[src/rtl/spike_readout_argmax.sv]
// spike_readout_argmax: counts SNN timesteps per inference window, snapshots the
// per-neuron spike counts when the window closes, scans them one lane per cycle
// for the argmax, and returns the winner over a valid/ready handshake.
module spike_readout_argmax #(
  parameter int NUM_NEURONS = 2,
  parameter int TIMER_WIDTH = 5,
  parameter int NUM_STEPS   = 16,
  parameter int IDX_WIDTH   = 1
) (
  input  logic                               clk,
  input  logic                               rst,
  input  logic                               step_valid,
  input  logic [NUM_NEURONS*TIMER_WIDTH-1:0] accumulated_spikes,
  input  logic                               out_ready,
  output logic                               out_valid,
  output logic [IDX_WIDTH-1:0]               out_class,
  output logic [TIMER_WIDTH-1:0]             out_count,
  output logic                               window_done,
  output logic                               busy,
  output logic                               step_dropped
);

  typedef enum logic [1:0] {ACCUM, SCAN, DONE} state_e;

  localparam logic [15:0]          LAST_STEP = 16'(NUM_STEPS - 1);
  localparam logic [IDX_WIDTH-1:0] LAST_IDX  = IDX_WIDTH'(NUM_NEURONS - 1);

  // Lane i of the packed input sits at [i*TIMER_WIDTH +: TIMER_WIDTH].
  logic [NUM_NEURONS-1:0][TIMER_WIDTH-1:0] lanes;
  assign lanes = accumulated_spikes;

  state_e                                  state_q, state_d;
  logic [15:0]                             step_cnt_q, step_cnt_d;
  logic [IDX_WIDTH-1:0]                    idx_q, idx_d;
  logic [NUM_NEURONS-1:0][TIMER_WIDTH-1:0] snap_q, snap_d;
  logic [TIMER_WIDTH-1:0]                  best_cnt_q, best_cnt_d;
  logic [IDX_WIDTH-1:0]                    best_idx_q, best_idx_d;
  logic                                    out_valid_q, out_valid_d;
  logic [IDX_WIDTH-1:0]                    out_class_q, out_class_d;
  logic [TIMER_WIDTH-1:0]                  out_count_q, out_count_d;
  logic                                    window_done_q, window_done_d;
  logic                                    step_dropped_q, step_dropped_d;

  // Running best including the lane under scan; strict compare keeps the lower index on ties.
  logic [TIMER_WIDTH-1:0] cur_cnt, nb_cnt;
  logic [IDX_WIDTH-1:0]   nb_idx;
  logic                   better;

  // Scan comparator: current snapshot lane against the best seen so far.
  always_comb begin
    cur_cnt = snap_q[idx_q];
    better  = cur_cnt > best_cnt_q;
    nb_cnt  = better ? cur_cnt : best_cnt_q;
    nb_idx  = better ? idx_q   : best_idx_q;
  end

  // Next-state logic for the ACCUM -> SCAN -> DONE window cycle.
  always_comb begin
    state_d        = state_q;
    step_cnt_d     = step_cnt_q;
    idx_d          = idx_q;
    snap_d         = snap_q;
    best_cnt_d     = best_cnt_q;
    best_idx_d     = best_idx_q;
    out_valid_d    = out_valid_q;
    out_class_d    = out_class_q;
    out_count_d    = out_count_q;
    window_done_d  = 1'b0;
    step_dropped_d = step_dropped_q;

    // Steps arriving outside ACCUM are never counted, only flagged.
    if (step_valid && (state_q != ACCUM)) step_dropped_d = 1'b1;

    unique case (state_q)
      ACCUM: begin
        if (step_valid) begin
          if (step_cnt_q == LAST_STEP) begin
            // Closing step: counts on this cycle already include it.
            snap_d        = lanes;
            step_cnt_d    = '0;
            idx_d         = '0;
            best_cnt_d    = '0;
            best_idx_d    = '0;
            window_done_d = 1'b1;
            state_d       = SCAN;
          end else begin
            step_cnt_d = step_cnt_q + 16'd1;
          end
        end
      end
      SCAN: begin
        best_cnt_d = nb_cnt;
        best_idx_d = nb_idx;
        if (idx_q == LAST_IDX) begin
          out_valid_d = 1'b1;
          out_class_d = nb_idx;
          out_count_d = nb_cnt;
          state_d     = DONE;
        end else begin
          idx_d = idx_q + IDX_WIDTH'(1);
        end
      end
      DONE: begin
        if (out_valid_q && out_ready) begin
          out_valid_d = 1'b0;
          state_d     = ACCUM;
        end
      end
      default: state_d = ACCUM;
    endcase
  end

  // State and result registers; reset aborts any window in flight.
  always_ff @(posedge clk or posedge rst) begin
    if (rst) begin
      state_q        <= ACCUM;
      step_cnt_q     <= '0;
      idx_q          <= '0;
      snap_q         <= '0;
      best_cnt_q     <= '0;
      best_idx_q     <= '0;
      out_valid_q    <= 1'b0;
      out_class_q    <= '0;
      out_count_q    <= '0;
      window_done_q  <= 1'b0;
      step_dropped_q <= 1'b0;
    end else begin
      state_q        <= state_d;
      step_cnt_q     <= step_cnt_d;
      idx_q          <= idx_d;
      snap_q         <= snap_d;
      best_cnt_q     <= best_cnt_d;
      best_idx_q     <= best_idx_d;
      out_valid_q    <= out_valid_d;
      out_class_q    <= out_class_d;
      out_count_q    <= out_count_d;
      window_done_q  <= window_done_d;
      step_dropped_q <= step_dropped_d;
    end
  end

  assign out_valid    = out_valid_q;
  assign out_class    = out_class_q;
  assign out_count    = out_count_q;
  assign window_done  = window_done_q;
  assign step_dropped = step_dropped_q;
  assign busy         = (state_q != ACCUM);

endmodule

[config.mk]
export PLATFORM = sky130hd
export DESIGN_NAME = spike_readout_argmax
export DESIGN_NICKNAME = d
export VERILOG_FILES = /design/src/rtl/spike_readout_argmax.sv
export SDC_FILE = /design/constraint.sdc
export NUM_CORES = 1
export LEC_CHECK = 0
export ABC_CLOCK_PERIOD_IN_PS = 2500
export CORE_ASPECT_RATIO = 0.9
export CORE_UTILIZATION = 50
export DETAILED_ROUTE_END_ITERATION = 10
export HOLD_SLACK_MARGIN = 0.08
export PLACE_DENSITY = 0.72
export SYNTH_ARGS = -nofsm -noshare
export SYNTH_HDL_FRONTEND = slang
export SYNTH_SLANG_ARGS = --single-unit
[constraint.sdc]
create_clock -name clk -period 2.5 [get_ports clk]
set_clock_uncertainty 0.05 [all_clocks]
set_input_delay 0.625 -clock clk [delete_from_list [all_inputs] [get_ports clk]]
set_output_delay 0.625 -clock clk [all_outputs]
set_load 0.01 [all_outputs]
==> results of run 1 <==
-- through the flow --
stage	hold slack [ns]	TNS [ns]
4_1_cts	0.421	0
2_1_floorplan	0.392	0
5_1_grt	0.438	0
3_5_place_dp	0.398	-0.0325
6_report	0.416	0
3_3_place_gp	0.395	-0.000413
-- state kept, by name, summed over array words and instances, names as in the netlist --
name,count
best_cnt_q,5
best_idx_q,1
idx_q,1
out_class,1
out_count,5
out_valid,1
snap_q,10
state_q,2
step_cnt_q,16
step_dropped,1
window_done,1
-- layer usage --
layer  vias to the layer above  track usage  part of all wire
met5                         -            0                 0
met4                         0       0.0750             0.014
met3                         7       0.0379             0.052
met2                        44        0.313              0.44
met1                       761        0.288              0.49
li1                        799            -                 -
-- placed cells by master, fill, tap and decap left out, drive strengths merged, types with 6 or more instances in the layout --
| master | synthesis | routed |
|---|---|---|
| buf | 2 | 12 |
| clkbuf | 4 | 8 |
| clkdlybuf4s50 | 0 | 23 |
| dfrtp | 44 | 44 |
| ha | 6 | 6 |
| inv | 9 | 8 |
| mux2 | 8 | 8 |
| nand2 | 53 | 53 |
| nand3 | 12 | 12 |
| nand4 | 8 | 8 |
| nor2 | 14 | 14 |
| o21ai | 7 | 7 |
| xnor2 | 10 | 10 |
-- final cells by class --
type,count,area [sq um]
clock buffers,8,90.1
fillers,354,1490
inverters,9,33.8
multi-input cells,156,953
flip-flops and latches,44,1100
well taps,48,60.1
repair buffers,35,345
-- final timing paths --
| path | to | slack [ns] |
|---|---|---|
| min | step_dropped | 0.42 |
| max | best_cnt_q[2] | 0.11 |
| max reg2reg | best_cnt_q[2] | 0.11 |
| min reg2reg | step_dropped | 0.42 |
| min in group asynchronous | out_count[2] | 0.58 |
| max in group asynchronous | idx_q | 1.31 |
-- logic make-up after synthesis --
family | Yosys count
xor gates and xnor gates | 12
DFF | 44
buffers and inverters | 15
AOI/OAI and AO/OA | 20
and+or+nand+nor | 105
muxes | 13
adders and majority gates | 6
-- what timing repair did --
item,CTS,global route
setup buffers,0,0
endpoints found under the setup margin,0,5
gates resized for setup,0,1
endpoints found under the hold margin,0,0
-- where the power goes --
part	total [W]	leakage (nW)	switching, W	internal [W]
clock	0.000453	0.0455	0.000228	0.000225
combinational	0.000145	0.653	0.0000647	0.0000801
sequential	0.000832	0.573	0.0000673	0.000765
==> PnR_summary.wiki, run 1 <==
{| class="wikitable"
! Metric !! Value
|-
| Top area cells in the synthesized netlist || dfrtp_1 52%, nand2_1 9.4%, xnor2_1 4.1%
|-
| Distinct cells, synth || 36
|-
| Post-DR wirelength/cell || 13.4 um
|-
| Launch instance of the worst min-delay path || step_dropped
|-
| Type of origin of the critical path || flop
|-
| Final standard cell count with taps included and fillers excluded || 300
|-
| Worst-Margin Slew || 0.606 ns
|-
| Total power of the final layout || 0.00143 W
|-
| First-pass GRT wire length || 7.03 mm
|-
| Power Dens Cells || 553 nW/um^2
|-
| Height of the chip || 63.8 um
|-
| Most used cell, CP || mux2_2
|-
| Starting DRC count in detailed routing || 120
|-
| Post-synthesis compound-gate area fraction || 0.0584
|-
| Area of placed instances || 2490 sq um
|-
| Number of port buffers || 23
|-
| FF+latch count, synth || 44
|-
| Cell at the root of the clock tree || clkbuf_8
|-
| Post-synthesis sequential area ratio || 0.519
|-
| Std cell rows || 22
|-
| Die Area || 4500 sq um
|-
| Antenna fix cells || 0
|-
| Global route total overflow || 0
|-
| Reg-to-Reg Start || idx_q
|-
| DPL Wire Length || 2.94 mm
|-
| TritonCTS clock tree || yes
|-
| Kind of critical path || reg -> reg
|-
| Core Util, Final || 0.635
|-
| Maximum Capacitance Violations || 0
|-
| Share of the clock period used by the worst path || 0.957
|-
| Share of cell area taken by muxes after synthesis || 0.0679
|-
| Remaining antenna violation count after routing || 0
|-
| Clk pin slew, worst setup/hold paths || 0.08 ns
|-
| Share of flip-flops with an asynchronous set or reset after synthesis || 1.00
|-
| Minimum period implied by the final worst setup slack || 2.39 ns
|-
| Number of warning messages in the yosys log || 0
|-
| Area share of the leading cell type in the synthesized netlist || 0.519
|-
| CP Cell Sequence || mux2_2 -> ha_1 -> nor2b_1 -> o31ai_1 -> a21oi_1 -> nand3_1 -> mux2_2
|-
| Post-Synth XOR/XNOR Area || 0.0496
|-
| Clock latency at the later pin of the worst-skew pair || 0.30 ns
|-
| Synth Cell Area || 2120 sq um
|-
| Number of endpoints with negative hold slack in the final report || 0
|-
| Placeable core region || 4070 sq um
|-
| Hold-fix buffers, CTS || 0
|-
| Launch point of the worst path || idx_q
|-
| CP required || 2.63 ns
|-
| Average size of a mapped cell || 9.86 sq um
|-
| Clock buffer count from CTS || 5
|-
| Cell accounting for the most synthesized area || dfrtp_1
|-
| Adder-cell share of the synthesized area || 0.0354
|-
| Global-route usage over all layers || 0.203
|-
| Layout Nets || 271
|-
| Setup violations, final || 0
|-
| Maximum buffer depth of the clock tree || 2
|-
| Largest family of logic cells by synthesized area || simple AND/OR/NAND/NOR gates
|-
| Stage delay of the slowest cell on the critical path || 0.48 ns
|-
| Antenna violations before repair || 0
|-
| Most common cell in the netlist || nand2_1
|-
| Synthesized instance count || 215
|-
| Violations in the final reports || DRC
|-
| Post-synthesis simple-gate area fraction || 0.238
|-
| Width of the chip || 70.6 um
|-
| Final Slew Violations || 0
|-
| Cell count after placement || 292
|-
| Path type of the worst min-delay path || reg -> reg
|-
| Worst slew slack as a fraction of its limit || 0.593
|-
| Number of enable flip-flop cells after synthesis || 0
|-
| Buf+Inv Stages, Crit Path || 0
|-
| Setup repair after global routing missed its margin || false
|-
| Data arrival time of the critical path || 2.52 ns
|-
| Routed vias/inst || 5.37
|-
| Aggregate routed wire length || 4.01 mm
|-
| Setup slack after placement || -0.0325 ns
|-
| Worst ir drop on vdd || 295 uV
|-
| CP Capture Type || flop
|-
| Starting Density || 0.520
|-
| Maximum number of pins on one net before global-route repair || 30
|-
| Clock sink count || 44
|-
| Net Count, Synth || 235
|-
| First drt pass iteration count || 7
|-
| Number of design rule violations left after detail routing || 2
|-
| Outcome || finished, violations left
|-
| Final critical-path setup slack || 0.107 ns
|-
| Slowest stage cell, crit path || dfrtp_2
|-
| Layout cells sized above 1 || 0.135
|-
| Total via count after detailed routing || 1611
|-
| Crit-path max FO || 8
|-
| Worst Hold Path Cells || 1
|-
| Via count of the first global-routing pass || 1502
|-
| Area grow syn2layout || 22.0%
|-
| Layout Cell Area excl Fill || 2580 sq um
|-
| Final Wtd Congestion || 0.884
|-
| Ranking of synthesized cells by instance count || 53 x nand2_1, 44 x dfrtp_1, 13 x nor2_1, 11 x nand3_1, 10 x xnor2_1
|-
| Static leakage || 1.27 nW
|-
| Most instantiated flip-flop cell in the synthesis netlist || dfrtp_1
|-
| Total number of cells along the worst setup path || 7
|-
| Maximum achievable frequency || 0.418 GHz
|-
| Boundary pin count || 24
|-
| FF-to-FF path depth || 7
|-
| Dominant delay contributor by cell family on the critical path || multiplexers
|-
| CTS H-tree lvls || 2
|}
(Power assumes the default switching activity.)
==> inputs of run 2 (changes only) <==
Settings changed: ABC_CLOCK_PERIOD_IN_PS 2500 to 2050.
Clock period 2.5 ns to 2.05 ns, I/O delays scaled along.
==> run 2 against run 1 <==
  * The run ends with DRC, setup timing left
  * Sequential power rose by 21%
  * First-iteration DRC count decreased by 26%
  * Count of clock-buffer cells in the layout decreased by 1
  * Highest routed layer unchanged
  * Flip-flop and latch count unchanged
  * Utilization rose by 5.2 points
  * Critical endpoint unchanged
  * Maximum frequency up 9.4%
  * Critical path depth unchanged
  * Combinational power rose by 25%
  * Design area is 8.2% higher
==> PnR_summary.wiki, run 2 (synthesis results as in run 1) <==
{| class="wikitable"
! Metric !! Value
|-
| Minimum period implied by the final worst setup slack || 2.19 ns (was 2.39 ns)
|-
| Violations in the final reports || DRC, setup timing (was DRC)
|-
| Clock sink count || 44 (unchanged)
|-
| Cell count after placement || 302 (was 292)
|-
| Register with the highest flop count || step_cnt_q (unchanged)
|-
| Part of the power in registers || 0.576 (was 0.582)
|-
| Outcome || finished, violations left (unchanged)
|-
| Clock network power share || 0.321 (was 0.317)
|-
| Maximum achievable frequency || 0.457 GHz (was 0.418 GHz)
|-
| Clk pin slew, worst setup/hold paths || 0.08 ns (about the same)
|-
| Endpoint of the lowest-slack register-to-register path || best_cnt_q[2] (unchanged)
|-
| Boundary pin count || 24 (unchanged)
|-
| Die Area || 4500 sq um (unchanged)
|-
| Hold-fix buffers, CTS || 0 (unchanged)
|-
| Number of design rule violations left after detail routing || 3 (was 2)
|-
| Total via count after detailed routing || 1680 (was 1611)
|-
| Setup violations, final || 12 (was 0)
|-
| Final critical-path setup slack || -0.137 ns (was 0.107 ns)
|-
| Final-layout worst hold slack || 0.405 ns (was 0.416 ns)
|-
| Clock latency at the later pin of the worst-skew pair || 0.30 ns (about the same)
|-
| Data arrival time of the critical path || 2.33 ns (was 2.52 ns)
|-
| Static leakage || 1.38 nW (was 1.27 nW)
|-
| Type of origin of the critical path || flop (unchanged)
|-
| Worst slew slack as a fraction of its limit || 0.591 (was 0.593)
|-
| Remaining antenna violation count after routing || 0 (unchanged)
|-
| Setup repair after global routing missed its margin || true (was false)
|-
| Maximum buffer depth of the clock tree || 2 (unchanged)
|-
| Antenna violations before repair || 0 (unchanged)
|-
| Width of the chip || 70.6 um (unchanged)
|-
| Cell at the root of the clock tree || clkbuf_8 (unchanged)
|-
| Met2 Use GR || 0.356 (was 0.313)
|-
| FF-to-FF path depth || 7 (unchanged)
|-
| Global-route usage over all layers || 0.221 (was 0.203)
|-
| CTS H-tree lvls || 2 (unchanged)
|-
| Routed vias/inst || 5.37 (about the same)
|-
| Antenna fix cells || 0 (unchanged)
|-
| Global Route met1 Usage || 0.288 (about the same)
|-
| Global route total overflow || 0 (unchanged)
|-
| Share of the clock period used by the worst path || 1.07 (was 0.957)
|-
| Layer with the highest usage after global routing || met2 (unchanged)
|-
| TritonCTS clock tree || yes (unchanged)
|-
| Setup slack after placement || -0.363 ns (was -0.0325 ns)
|-
| Switching fraction of total power || 0.259 (was 0.252)
|-
| Launch point of the worst path || idx_q (unchanged)
|-
| Std cell rows || 22 (unchanged)
|-
| Placeable core region || 4070 sq um (unchanged)
|-
| CP required || 2.19 ns (was 2.63 ns)
|-
| Total power of the final layout || 0.00176 W (was 0.00143 W)
|-
| Maximum number of pins on one net before global-route repair || 18 (was 30)
|-
| Most common cell after layout, fill and taps aside || nand2_1 (unchanged)
|-
| Crit-path max FO || 4 (was 8)
|-
| Kind of critical path || reg -> reg (unchanged)
|-
| Power Dens Cells || 629 nW/um^2 (was 553 nW/um^2)
|-
| Height of the chip || 63.8 um (unchanged)
|-
| R2r setup slk || -0.14 ns (was 0.11 ns)
|-
| Via count of the first global-routing pass || 1618 (was 1502)
|-
| Max FFs per register || 16 (unchanged)
|-
| First drt pass iteration count || 7 (unchanged)
|-
| Final Slew Violations || 0 (unchanged)
|-
| Maximum Capacitance Violations || 0 (unchanged)
|-
| Final standard cell count with taps included and fillers excluded || 313 (was 300)
|-
| DPL Wire Length || 3.19 mm (was 2.94 mm)
|-
| Internal power || 0.00130 W (was 0.00107 W)
|-
| Reg-to-Reg Start || idx_q (unchanged)
|-
| Worst-Margin Slew || 0.610 ns (was 0.606 ns)
|-
| Number of port buffers || 23 (unchanged)
|-
| Layout cells sized above 1 || 0.223 (was 0.135)
|-
| Aggregate routed wire length || 4.42 mm (was 4.01 mm)
|-
| Final Wtd Congestion || 0.850 (was 0.884)
|-
| Worst ir drop on vdd || 685 uV (was 295 uV)
|-
| Area grow syn2layout || 32.0% (was 22.0%)
|-
| Post-DR wirelength/cell || 14.1 um (was 13.4 um)
|-
| Crit path to || best_cnt_q[2] (unchanged)
|-
| Layout Nets || 284 (was 271)
|-
| Clock buffer count from CTS || 5 (unchanged)
|-
| Path type of the worst min-delay path || reg -> reg (unchanged)
|-
| CP Capture Type || flop (unchanged)
|-
| Area of placed instances || 2600 sq um (was 2490 sq um)
|-
| Starting Density || 0.520 (unchanged)
|-
| Regs by FF count || step_cnt_q x16, snap_q x10 (unchanged)
|-
| Met3 Use GR || 0.0615 (was 0.0379)
|-
| Power share of the combinational group || 0.103 (was 0.101)
|-
| Switching power total || 0.000456 W (was 0.000360 W)
|-
| Starting DRC count in detailed routing || 89 (was 120)
|-
| Layout Cell Area excl Fill || 2800 sq um (was 2580 sq um)
|-
| First-pass GRT wire length || 7.53 mm (was 7.03 mm)
|-
| Number of endpoints with negative hold slack in the final report || 0 (unchanged)
|-
| Highest-count cells in the layout ignoring fill and taps || 53 x nand2_1, 43 x dfrtp_1, 22 x clkdlybuf4s50_1, 20 x buf_4, 13 x nor2_1 (was 53 x nand2_1, 43 x dfrtp_1, 23 x clkdlybuf4s50_1, 13 x nor2_1, 11 x nand3_1)
|}
[run 2: final cells by class]
class | count | area (sq um)
Fill cell | 327 | 1280
Inverter | 9 | 33.8
Clock inverter | 1 | 7.51
Timing Repair Buffer | 48 | 435
Clock buffer | 7 | 86.3
Tap cell | 48 | 60.1
Multi-Input combinational cell | 156 | 1070
Sequential cell | 44 | 1100
[run 2: how the worst min path moves through the flow]
stage,endpoint,start,cells past startpoint,slack (ns)
final,step_dropped,step_dropped,1,0.40
after global routing,step_dropped,step_dropped,1,0.44
after CTS,step_dropped,step_dropped,1,0.41
after detailed placement,step_dropped,step_dropped,1,0.39
after global placement,step_dropped,step_dropped,1,0.39
after floorplan,snap_q[2],snap_q[2],2,0.39
[run 2: layer usage]
metal	share of wire	vias up	wire length [um]
met2	0.47	35	2090
met5	0	-	0
met3	0.045	11	200
met4	0.018	0	80
met1	0.46	810	2050
li1	-	824	-
[run 2: metrics by stage]
step | setup TNS, ns | util
final | -1.23 | 0.687
after global placement | -5.36 | 0.638
after CTS | -1.00 | 0.678
after floorplan | -0.561 | -
after global routing | -2.03 | 0.687
after detailed placement | -6.17 | 0.638
[run 2: what timing repair did]
item | in CTS | in global routing
setup buffers | 2 | 1
setup endpoints to repair | 14 | 13
pin swaps | 13 | 7
gates cloned | 0 | 0
resized for setup | 14 | 6
[run 2: worst max-delay path, cell delays in order, from the launching register on]
cell,delay (ns)
dfrtp_2,0.47
mux2_4,0.35
ha_4,0.28
o21a_1,0.16
o31ai_4,0.10
a21oi_4,0.20
nand3_4,0.14
mux2_4,0.33
[run 2: power by group through the flow]
stage	registers, W	logic, W	clock network (W)
4_1_cts	0.00101	0.000185	0.000583
5_1_grt	0.00102	0.000202	0.000621
2_1_floorplan	0.00101	0.000122	0
3_3_place_gp	0.00102	0.000177	0
3_5_place_dp	0.00103	0.000181	0
6_report	0.00101	0.000181	0.000565
==> inputs of run 3 (changes only) <==
Settings changed: CORE_ASPECT_RATIO 0.9 to default.
==> run 3 against run 2 <==
  * Critical path type unchanged
  * Non-clock buffer count fell by 2
  * Sequential share of layout area is 0.30 points lower
  * Critical endpoint is now best_cnt_q[1]
  * Maximum frequency increased by 0.40%
  * Routed wire length decreased by 1.7%
  * Via count up 0.77%
  * Count of clock-buffer cells in the layout increased by 1
  * Sequential power hardly changed
  * Total power shrank 0.66%
  * Hold slack gained 0.0047 ns
  * Flip-flop and latch count stayed put
  * The flow finishes with violations (setup timing)
==> PnR_summary.wiki, run 3 (synthesis results as in run 1) <==
{| class="wikitable"
! Metric !! Value
|-
| Most used cell, CP || mux2_4 (unchanged)
|-
| Type of origin of the critical path || flop (unchanged)
|-
| Static leakage || 1.38 nW (about the same)
|-
| Kind of critical path || reg -> reg (unchanged)
|-
| Aggregate routed wire length || 4.34 mm (was 4.42 mm)
|-
| Antenna violations before repair || 0 (unchanged)
|-
| Number of design rule violations left after detail routing || 0 (was 3)
|-
| Endpoint of the lowest-slack register-to-register path || best_cnt_q[1] (was best_cnt_q[2])
|-
| Slowest stage cell, crit path || dfrtp_2 (unchanged)
|-
| Highest-count cells in the layout ignoring fill and taps || 52 x nand2_1, 43 x dfrtp_1, 21 x clkdlybuf4s50_1, 18 x buf_4, 13 x nor2_1 (was 53 x nand2_1, 43 x dfrtp_1, 22 x clkdlybuf4s50_1, 20 x buf_4, 13 x nor2_1)
|-
| Buf+Inv Stages, Crit Path || 0 (unchanged)
|-
| Global-route usage over all layers || 0.216 (was 0.221)
|-
| Max FFs per register || 16 (unchanged)
|-
| Final standard cell count with taps included and fillers excluded || 313 (unchanged)
|-
| Global Route met1 Usage || 0.291 (was 0.288)
|-
| Violations in the final reports || setup timing (was DRC, setup timing)
|-
| Reg-to-Reg Start || idx_q (unchanged)
|-
| R2r setup slk || -0.13 ns (was -0.14 ns)
|-
| Data arrival time of the critical path || 2.32 ns (was 2.33 ns)
|-
| Maximum buffer depth of the clock tree || 2 (unchanged)
|-
| Clock latency at the later pin of the worst-skew pair || 0.29 ns (was 0.30 ns)
|-
| Launch instance of the worst min-delay path || step_dropped (unchanged)
|-
| Maximum achievable frequency || 0.459 GHz (was 0.457 GHz)
|-
| CP required || 2.19 ns (about the same)
|-
| Routed vias/inst || 5.41 (was 5.37)
|-
| Height of the chip || 67.1 um (was 63.8 um)
|-
| Power Dens Cells || 620 nW/um^2 (was 629 nW/um^2)
|-
| DPL Wire Length || 2.87 mm (was 3.19 mm)
|-
| Placeable core region || 4030 sq um (was 4070 sq um)
|-
| Setup violations, final || 11 (was 12)
|-
| Post-DR wirelength/cell || 13.9 um (was 14.1 um)
|-
| Worst Hold Path Cells || 1 (unchanged)
|-
| Path type of the worst min-delay path || reg -> reg (unchanged)
|-
| Layout Nets || 282 (was 284)
|-
| Cell at the root of the clock tree || clkbuf_8 (unchanged)
|-
| Sink of the worst hold path || step_dropped (unchanged)
|-
| Clock buffer count from CTS || 5 (unchanged)
|-
| Worst slew slack as a fraction of its limit || 0.733 (was 0.591)
|-
| Outcome || finished, violations left (unchanged)
|-
| CP Capture Type || flop (unchanged)
|-
| Final Slew Violations || 0 (unchanged)
|-
| Fill cell total of the finished layout || 293 (was 327)
|-
| Layout cells sized above 1 || 0.224 (was 0.223)
|-
| Starting DRC count in detailed routing || 148 (was 89)
|-
| Number of port buffers || 23 (unchanged)
|-
| Worst ir drop on vdd || 543 uV (was 685 uV)
|-
| Maximum number of pins on one net before global-route repair || 45 (was 18)
|-
| Met2 Use GR || 0.336 (was 0.356)
|-
| Dominant delay contributor by cell family on the critical path || multiplexers (unchanged)
|-
| FF-to-FF path depth || 7 (unchanged)
|-
| Global route total overflow || 0 (unchanged)
|-
| Die Area || 4500 sq um (about the same)
|-
| Met3 Use GR || 0.0394 (was 0.0615)
|-
| Hold-fix buffers, CTS || 0 (unchanged)
|-
| Most common cell after layout, fill and taps aside || nand2_1 (unchanged)
|-
| Crit-path max FO || 5 (was 4)
|-
| Layer with the highest usage after global routing || met2 (unchanged)
|-
| CTS H-tree lvls || 2 (unchanged)
|-
| Stage delay of the slowest cell on the critical path || 0.49 ns (was 0.47 ns)
|-
| First-pass GRT wire length || 7.18 mm (was 7.53 mm)
|-
| Starting Density || 0.526 (was 0.520)
|-
| Area grow syn2layout || 33.0% (was 32.0%)
|-
| Worst-Margin Slew || 0.399 ns (was 0.610 ns)
|-
| Register with the highest flop count || step_cnt_q (unchanged)
|-
| Number of endpoints with negative hold slack in the final report || 0 (unchanged)
|-
| CP Cell Sequence || mux2_4 -> ha_4 -> o21a_1 -> o31ai_4 -> a21oi_4 -> nand3_4 -> mux2_4 (unchanged)
|-
| Minimum period implied by the final worst setup slack || 2.18 ns (was 2.19 ns)
|-
| Remaining antenna violation count after routing || 0 (unchanged)
|-
| Maximum Capacitance Violations || 0 (unchanged)
|-
| Std cell rows || 23 (was 22)
|-
| Regs by FF count || step_cnt_q x16, snap_q x10 (unchanged)
|-
| Final critical-path setup slack || -0.128 ns (was -0.137 ns)
|-
| Width of the chip || 67.1 um (was 70.6 um)
|-
| Setup repair after global routing missed its margin || true (unchanged)
|-
| TritonCTS clock tree || yes (unchanged)
|-
| Clk pin slew, worst setup/hold paths || 0.08 ns (about the same)
|-
| First drt pass iteration count || 4 (was 7)
|-
| Boundary pin count || 24 (unchanged)
|-
| Setup slack after placement || -0.397 ns (was -0.363 ns)
|-
| Antenna fix cells || 0 (unchanged)
|-
| Via count of the first global-routing pass || 1539 (was 1618)
|-
| Final Wtd Congestion || 0.842 (was 0.850)
|-
| Clock sink count || 44 (unchanged)
|-
| Share of the clock period used by the worst path || 1.06 (was 1.07)
|-
| Total via count after detailed routing || 1693 (was 1680)
|-
| Cell count after placement || 301 (was 302)
|}
[run 3: metrics by stage]
| stage | total power [W] | TNS, ns | hold slack [ns] | util | area, sq um |
|---|---|---|---|---|---|
| after floorplan | 0.00113 | -0.561 | 0.392 | - | 2190 |
| after global placement | 0.00120 | -6.93 | 0.389 | 0.643 | 2590 |
| after detailed placement | 0.00121 | -7.83 | 0.399 | 0.643 | 2590 |
| after CTS | 0.00176 | -0.886 | 0.417 | 0.691 | 2780 |
| after global routing | 0.00184 | -1.72 | 0.445 | 0.700 | 2820 |
| final | 0.00175 | -0.898 | 0.410 | 0.700 | 2820 |
[run 3: metal layers]
layer,part of all wire,vias up
met5,0,-
met4,0.011,0
met3,0.045,9
met2,0.48,52
met1,0.46,814
li1,-,818
[run 3: area by class of cell]
| type | count | area, sq um | area share |
|---|---|---|---|
| Tap cell | 50 | 62.6 | 0.0222 |
| Sequential cell | 44 | 1100 | 0.391 |
| Inverter | 9 | 33.8 | 0.0120 |
| Multi-Input combinational cell | 156 | 1100 | 0.392 |
| Timing Repair Buffer | 46 | 425 | 0.151 |
| Clock buffer | 8 | 90.1 | 0.0320 |
[run 3: where the power goes]
group          switching [W]  total, W  internal [W]
logic              0.0000822  0.000180     0.0000974
registers          0.0000823   0.00101      0.000932
clock network       0.000279  0.000554      0.000275
[run 3: timing repair]
item,in CTS,in global routing
setup endpoints to repair,14,29
buffers inserted,3,0
pin swaps,5,2
cloned,1,0
gates resized for setup,14,8
[run 3: worst max path at each step]
stage | from | end | slack [ns] | cells after the start
2_1_floorplan | idx_q | best_cnt_q[1] | -0.13 | 8
3_3_place_gp | step_valid | step_cnt_q[15] | -0.38 | 6
3_5_place_dp | step_valid | step_cnt_q[15] | -0.40 | 6
4_1_cts | idx_q | best_cnt_q[3] | -0.10 | 7
5_1_grt | idx_q | out_count[4] | -0.19 | 8
6_report | idx_q | best_cnt_q[1] | -0.13 | 7
